[src/rtl/router_fifo.sv]
// Per-port output FIFO of the 1-to-3 packet router: header-tagged storage,
// packet-length tracking on the read side, and data_out blanking between packets.
module router_fifo #(
  parameter int WIDTH = 8,
  parameter int DEPTH = 16
) (
  input  logic             clock,
  input  logic             resetn,
  input  logic             soft_reset,
  input  logic             write_enb,
  input  logic             lfd_state,
  input  logic [WIDTH-1:0] data_in,
  input  logic             read_enb,
  output logic [WIDTH-1:0] data_out,
  output logic             full,
  output logic             empty
);

  localparam int AW = $clog2(DEPTH);
  localparam logic [AW:0] PTR_ONE = 1;

  logic [WIDTH:0] mem [DEPTH];
  logic [AW:0]    wptr;
  logic [AW:0]    rptr;
  logic [6:0]     pkt_cnt;
  logic           do_wr;
  logic           do_rd;
  logic [WIDTH:0] rd_word;

  assign empty   = (wptr == rptr);
  assign full    = (wptr[AW] != rptr[AW]) && (wptr[AW-1:0] == rptr[AW-1:0]);
  assign do_wr   = write_enb && !full;
  assign do_rd   = read_enb && !empty;
  assign rd_word = mem[rptr[AW-1:0]];

  // Storage is not reset; writes coinciding with a reset or flush are discarded.
  always_ff @(posedge clock) begin
    if (resetn && !soft_reset && do_wr)
      mem[wptr[AW-1:0]] <= {lfd_state, data_in};
  end

  always_ff @(posedge clock) begin
    if (!resetn || soft_reset) begin
      wptr     <= '0;
      rptr     <= '0;
      pkt_cnt  <= '0;
      data_out <= '0;
    end else begin
      if (do_wr)
        wptr <= wptr + PTR_ONE;
      if (do_rd) begin
        rptr     <= rptr + PTR_ONE;
        data_out <= rd_word[WIDTH-1:0];
        // Header byte carries payload length in [7:2]; +1 accounts for parity.
        if (rd_word[WIDTH])
          pkt_cnt <= {1'b0, rd_word[7:2]} + 7'd1;
        else if (pkt_cnt != '0)
          pkt_cnt <= pkt_cnt - 7'd1;
      end else if (pkt_cnt == '0) begin
        data_out <= '0;
      end
    end
  end

endmodule
[config.mk]
export PLATFORM = sky130hd
export DESIGN_NAME = router_fifo
export DESIGN_NICKNAME = d
export VERILOG_FILES = /design/src/rtl/router_fifo.sv
export SDC_FILE = /design/constraint.sdc
export NUM_CORES = 1
export LEC_CHECK = 0
export BUFFER_PORTS_ARGS = -buffer_cell sky130_fd_sc_hd__buf_2
export CAP_MARGIN = 20
export CORE_ASPECT_RATIO = 0.6
export CORE_MARGIN = 1
export CORE_UTILIZATION = 40
export DETAILED_ROUTE_END_ITERATION = 8
export GPL_TIMING_DRIVEN = 0
export PLACE_DENSITY = 0.64
export SYNTH_ARGS = -nofsm -noshare
export SYNTH_HDL_FRONTEND = slang
export SYNTH_SLANG_ARGS = --single-unit
[constraint.sdc]
create_clock -name clock -period 2.8 [get_ports clock]
set_input_delay 0.56 -clock clock [delete_from_list [all_inputs] [get_ports clock]]
set_output_delay 0.56 -clock clock [all_outputs]
set_load 0.01 [all_outputs]
Word-level counts from Yosys, hierarchy flattened
Memory sizes are Yosys's and may differ from the RTL's. A register that Yosys moved wholly into a read port is not among the register bits.
Cells that the tools add are included.
- add/sub/neg operators: 4
- equal/unequal tests: 3
- muxes and demuxes: 8
- reduce and logical (&&, ||, !) cells: 15
- operator list (operator ; number):
    2-to-1 mux 8 bit ; 2
    2-to-1 mux 7 bit ; 2
    adder 5 x 1 -> 5 bit (second input constant) ; 2
    2-to-1 mux 4 bit ; 2
    adder 6 x 1 -> 7 bit (second input constant) ; 1
    zero test 7 bit ; 1
    nonzero test 7 bit ; 1
    subtractor 7 x 1 -> 7 bit (second input constant) ; 1
    == test 5 bit ; 1
    logical AND 1 bit ; 5
    == test 4 bit ; 1
    zero test 1 bit ; 4
    nonzero test 2 bit ; 2
    2-to-1 mux 1 bit ; 2
    AND reduction 2 bit ; 1
    logical OR 1 bit ; 1
    inequality test 1 bit ; 1
- register bits after elaboration: 25
- memory bits (writable): 144
- input port bits: 14
- output and inout bits: 10
- logic and storage cells: 35
- memories: 1
- memories (memory ; words ; width ; read ports ; clocked after Yosys merged registers in ; write ports ; RTL line ; source):
    mem ; 16 ; 9 ; 1 ; 1 ; 1 ; 22 ; logic [WIDTH:0] mem [DEPTH];

Longest topological paths before layout
- word-level depth: 7
- gate-level depth with buffers: 9
- mapped depth without buffers: 8

Least setup slack after synthesis
No wires, ideal clock.
- kind: reg-to-reg
- start: register wptr[3]
- end: memory mem[3][0] (netlist name) (enable)
- setup time: 0.387 ns
- data arrival time: 1.942 ns
- required time: 2.413 ns
- slack: 0.472 ns
- cell stages (with the launch flop): 8
- buffers on the path: 2
- period minus slack after synthesis: 2.328 ns
- path through: dfxtp_1 > buf_2 > xnor2_1 > nand4_1 > o21a_1 > clkbuf_1 > nand3_1 > nor3_1
- cells in the longest elaborated chain, start to end: 7
- ends and longest elaborated chain (what ; RTL line ; source):
    start, declared ; 23 ; logic [AW:0] wptr;
    start signal, assigned ; 50 ; wptr <= wptr + PTR_ONE;
    == test 4 bit ; 31 ; assign full = (wptr[AW] != rptr[AW]) && (wptr[AW-1:0] == rptr[AW-1:0]);
    logical AND 1 bit ; 31 ;
    zero test 1 bit ; 32 ; assign do_wr = write_enb && !full;
    logical AND 1 bit ; 32 ;
    logical AND 1 bit ; 38 ; if (resetn && !soft_reset && do_wr)
    2-to-1 mux 1 bit ; 38 ;
    2-to-1 mux 1 bit (not written as such) ; 39 ; mem[wptr[AW-1:0]] <= {lfd_state, data_in};
    end, declared ; 22 ;
Several ways; a longest one is shown, not always the timed one.

Worst setup path after layout
- start: register wptr[3]
- end: memory mem[1][7] (netlist name) (enable)
Same word-level chain as after synthesis.

==> summary.md <==
| Metric | Value |
|---|---|
| Run status | finished, final reports clean |
| Final worst path period share | 97.1% |
| I/O Pins | 24 |
| Dominant cell type by area after synthesis | edfxtp_1 |
| Area of the multi-input gates | 2000 um2 |
| Final Hold Fails | 0 |
| Post-synth top area share | 61.8% |
| Worst VDD drop | 0.353 mV |
| Antenna Violating Nets Remaining | 0 |
| Final HPWL from detailed placement | 10500 um |
| Vias in the first global route | 3722 |
| Post-synth EDFFs | 144 |
| Setup crit start kind | flop |
| Vias | 3904 |
| Total of max-cap violations | 0 |
| Hold Crit Class | flop to flop |
| Leak | 2.62 nW |
| Core Rows | 37 |
| Asr flop ratio synth | 0% |
| Post-CTS setup buffer count | 0 |
| Ant. Diodes | 0 |
| Fmax | 368 MHz |
| Starting Density | 40.9% |
| Synth Instances | 410 |
| Critical path arrival | 2.84 ns |
| Placed standard-cell area | 7520 um2 |
| Core box area | 17100 um2 |
| GPL Wtd Cong | 0.814 |
| Max Slew Vio Count | 0 |
| Sequential-to-total area share from yosys stat | 70.1% |
| Number of synthesis warnings | 0 |
| Final Critical Period | 2.72 ns |
| First-pass GRT wire length | 22900 um |
| Via-to-Cell Ratio | 5.51 |
| Slew HR | 49.4% |
| Layout cells sized above 1 | 25.3% |
| Avg Cell Area, Syn | 17.1 um2 |
| Clock Latency Late Sink | 0.42 ns |
| DR DRC count | 0 |
| Drt wl/cell | 21.5 um |
| CTS tree | yes |
| Cell Area, Synth | 7000 um2 |
| Design area | 8130 um2 |
| Crit Path Class | flop to flop |
| Final clock skew | 0.0106 ns |
| Total power density per cell area | 643 nW/um2 |
| Syn Nets | 431 |
| Synth top area cells | edfxtp_1 62%, mux4_2 9.0%, dfxtp_1 8.3% |
| RSZ-0062 raised after global routing | true |
| Fillcell total | 1450 |
| Register area | 4900 um2 |
| Setup violators final | 0 |
| Worst Path Required | 2.92 ns |
| Area Growth Syn to Fin | 16.2% |
| Maximum buffer depth of the clock tree | 2 |
| DRC marker count from the first detailed-route iteration | 456 |
| Die Ht | 104 um |
| Synth Register Bits | 173 |
| Total Routing Usage GR | 17.6% |
| Setup TNS | 0 ns |
| Port buffer count | 23 |
| Initial antenna violation count | 0 |
| Root buf cell | clkbuf_16 |
| Clock Sink Count | 173 |
| Die area | 18000 um2 |
| DRT Pass-1 Iters | 5 |
| Nets | 483 |
| Most common cell in the synthesized netlist | edfxtp_1 |
| Total grt overflow | 0 |
| Critical Path Fanout Max | 9 |
| Synth Flop Type | edfxtp_1 |
| Worst-margin pin slew | 0.751 ns |
| Netlist cell types | 42 |
| WL final | 15300 um |
| CP Capture Type | flop |
| Largest net degree at the start of global routing | 17 |
| Clock slew seen by the registers of the worst setup and hold paths | 0.07 ns |
| H-tree depth | 4 |
| Chip width | 173 um |
| Number of CTS-inserted buffers | 17 |
| Synth top cells by count | 144 x edfxtp_1, 30 x nor2_1, 29 x dfxtp_1, 28 x mux4_2, 24 x nand2_1 |
==> critical path: stages (launching register included) <==
cell      delay (ns)
dfxtp_1         0.30
buf_2           0.23
xnor2_1         0.09
nand4_1         0.20
o21a_1          0.15
clkbuf_1        0.31
nand3_1         0.27
nor3_2          0.63
buf_6           0.23
==> where the power goes <==
part / switching (mW) / total [mW] / internal [mW]
Sequential: 0.00584 / 2.80 / 2.79
Clock: 0.967 / 2.26 / 1.30
Combinational: 0.109 / 0.168 / 0.0587
Total: 1.08 / 5.23 / 4.15
==> metal layers <==
layer | GRT usage [%] | wire length (um) | part of all wire (%) | vias up
met5 | 0 | 0 | 0 | -
met4 | 3.92 | 59 | 0.39 | 0
met3 | 4.46 | 1010 | 6.6 | 9
met2 | 24.0 | 6460 | 42 | 170
met1 | 28.0 | 7740 | 51 | 1996
li1 | - | - | - | 1729
==> placed cells by master (no fill, tap or decap), types with 2 or more instances in the layout <==
| cell | n |
|---|---|
| nor2_2 | 8 |
| mux4_1 | 11 |
| nor2b_1 | 3 |
| clkbuf_1 | 11 |
| a21oi_1 | 18 |
| nand2_1 | 23 |
| clkinv_2 | 3 |
| a22oi_2 | 2 |
| nand3_1 | 16 |
| a22oi_1 | 10 |
| xor2_1 | 7 |
| nor2_1 | 21 |
| ha_1 | 7 |
| and2_1 | 2 |
| nand4_1 | 4 |
| clkbuf_16 | 20 |
| or3_1 | 4 |
| o21a_1 | 2 |
| inv_1 | 4 |
| nor3_1 | 4 |
| nand2b_1 | 4 |
| xnor2_1 | 10 |
| clkinv_4 | 2 |
| o21ai_0 | 7 |
| buf_2 | 27 |
| edfxtp_1 | 144 |
| nand2_2 | 3 |
| buf_6 | 12 |
| buf_4 | 2 |
| nor3_2 | 4 |
| inv_4 | 3 |
| buf_1 | 4 |
| dfxtp_1 | 29 |
| mux4_2 | 28 |
==> cell families after synthesis <==
logic type / Yosys count / synth area share (%)
xor gates and xnor gates: 17 / 2.13
AOI/OAI and AO/OA: 49 / 4.68
muxes: 40 / 13.3
and+or+nand+nor: 99 / 6.53
DFF: 173 / 70.1
adders and majority gates: 7 / 1.25
buffers and inverters: 25 / 2.04
==> final cells by class <==
class | count | area share (%)
multi-input cells | 212 | 24.6
repair buffers | 33 | 2.75
well taps | 234 | 3.60
inverters | 4 | 0.185
plain buffers | 21 | 1.60
flip-flops and latches | 173 | 60.3
clock inverters | 8 | 0.631
clock buffers | 24 | 6.34
==> stage by stage <==
step	cells	utilization, %	power, mW	hold slack (ns)	setup slack (ns)
2_1_floorplan	410	-	2.95	0.446	0.472
3_3_place_gp	667	43.2	3.01	0.458	-0.756
3_5_place_dp	675	43.9	3.02	0.462	-0.0956
4_1_cts	707	47.2	5.24	0.471	-0.0576
5_1_grt	709	47.5	5.37	0.504	-0.124
6_report	709	47.5	5.23	0.470	0.0819
==> registers in the layout (all words and copies together), names as in the netlist, named ones only <==
name / count
wptr: 5
mem: 144
data_out: 8
pkt_cnt: 7
rptr: 5
==> final timing paths <==
check / startpoint / end / slack [ns] / cells past startpoint
max reg2reg: wptr[3]$_SDFFE_PP0P_ / mem[1][7]$_DFFE_PP_ / 0.08 / 8
min reg2reg: pkt_cnt[6]$_SDFFE_PP0P_ / pkt_cnt[6]$_SDFFE_PP0P_ / 0.47 / 2
min: pkt_cnt[6]$_SDFFE_PP0P_ / pkt_cnt[6]$_SDFFE_PP0P_ / 0.47 / 2
max: wptr[3]$_SDFFE_PP0P_ / mem[1][7]$_DFFE_PP_ / 0.08 / 8
==> repair_timing <==
item                                    4_1_cts  5_1_grt
gates resized for setup                       3        9
endpoints found under the setup margin       71       62
hold buffers                                  0        0
endpoints found under the hold margin         0        0
Power figures use the tool's default switching activity.
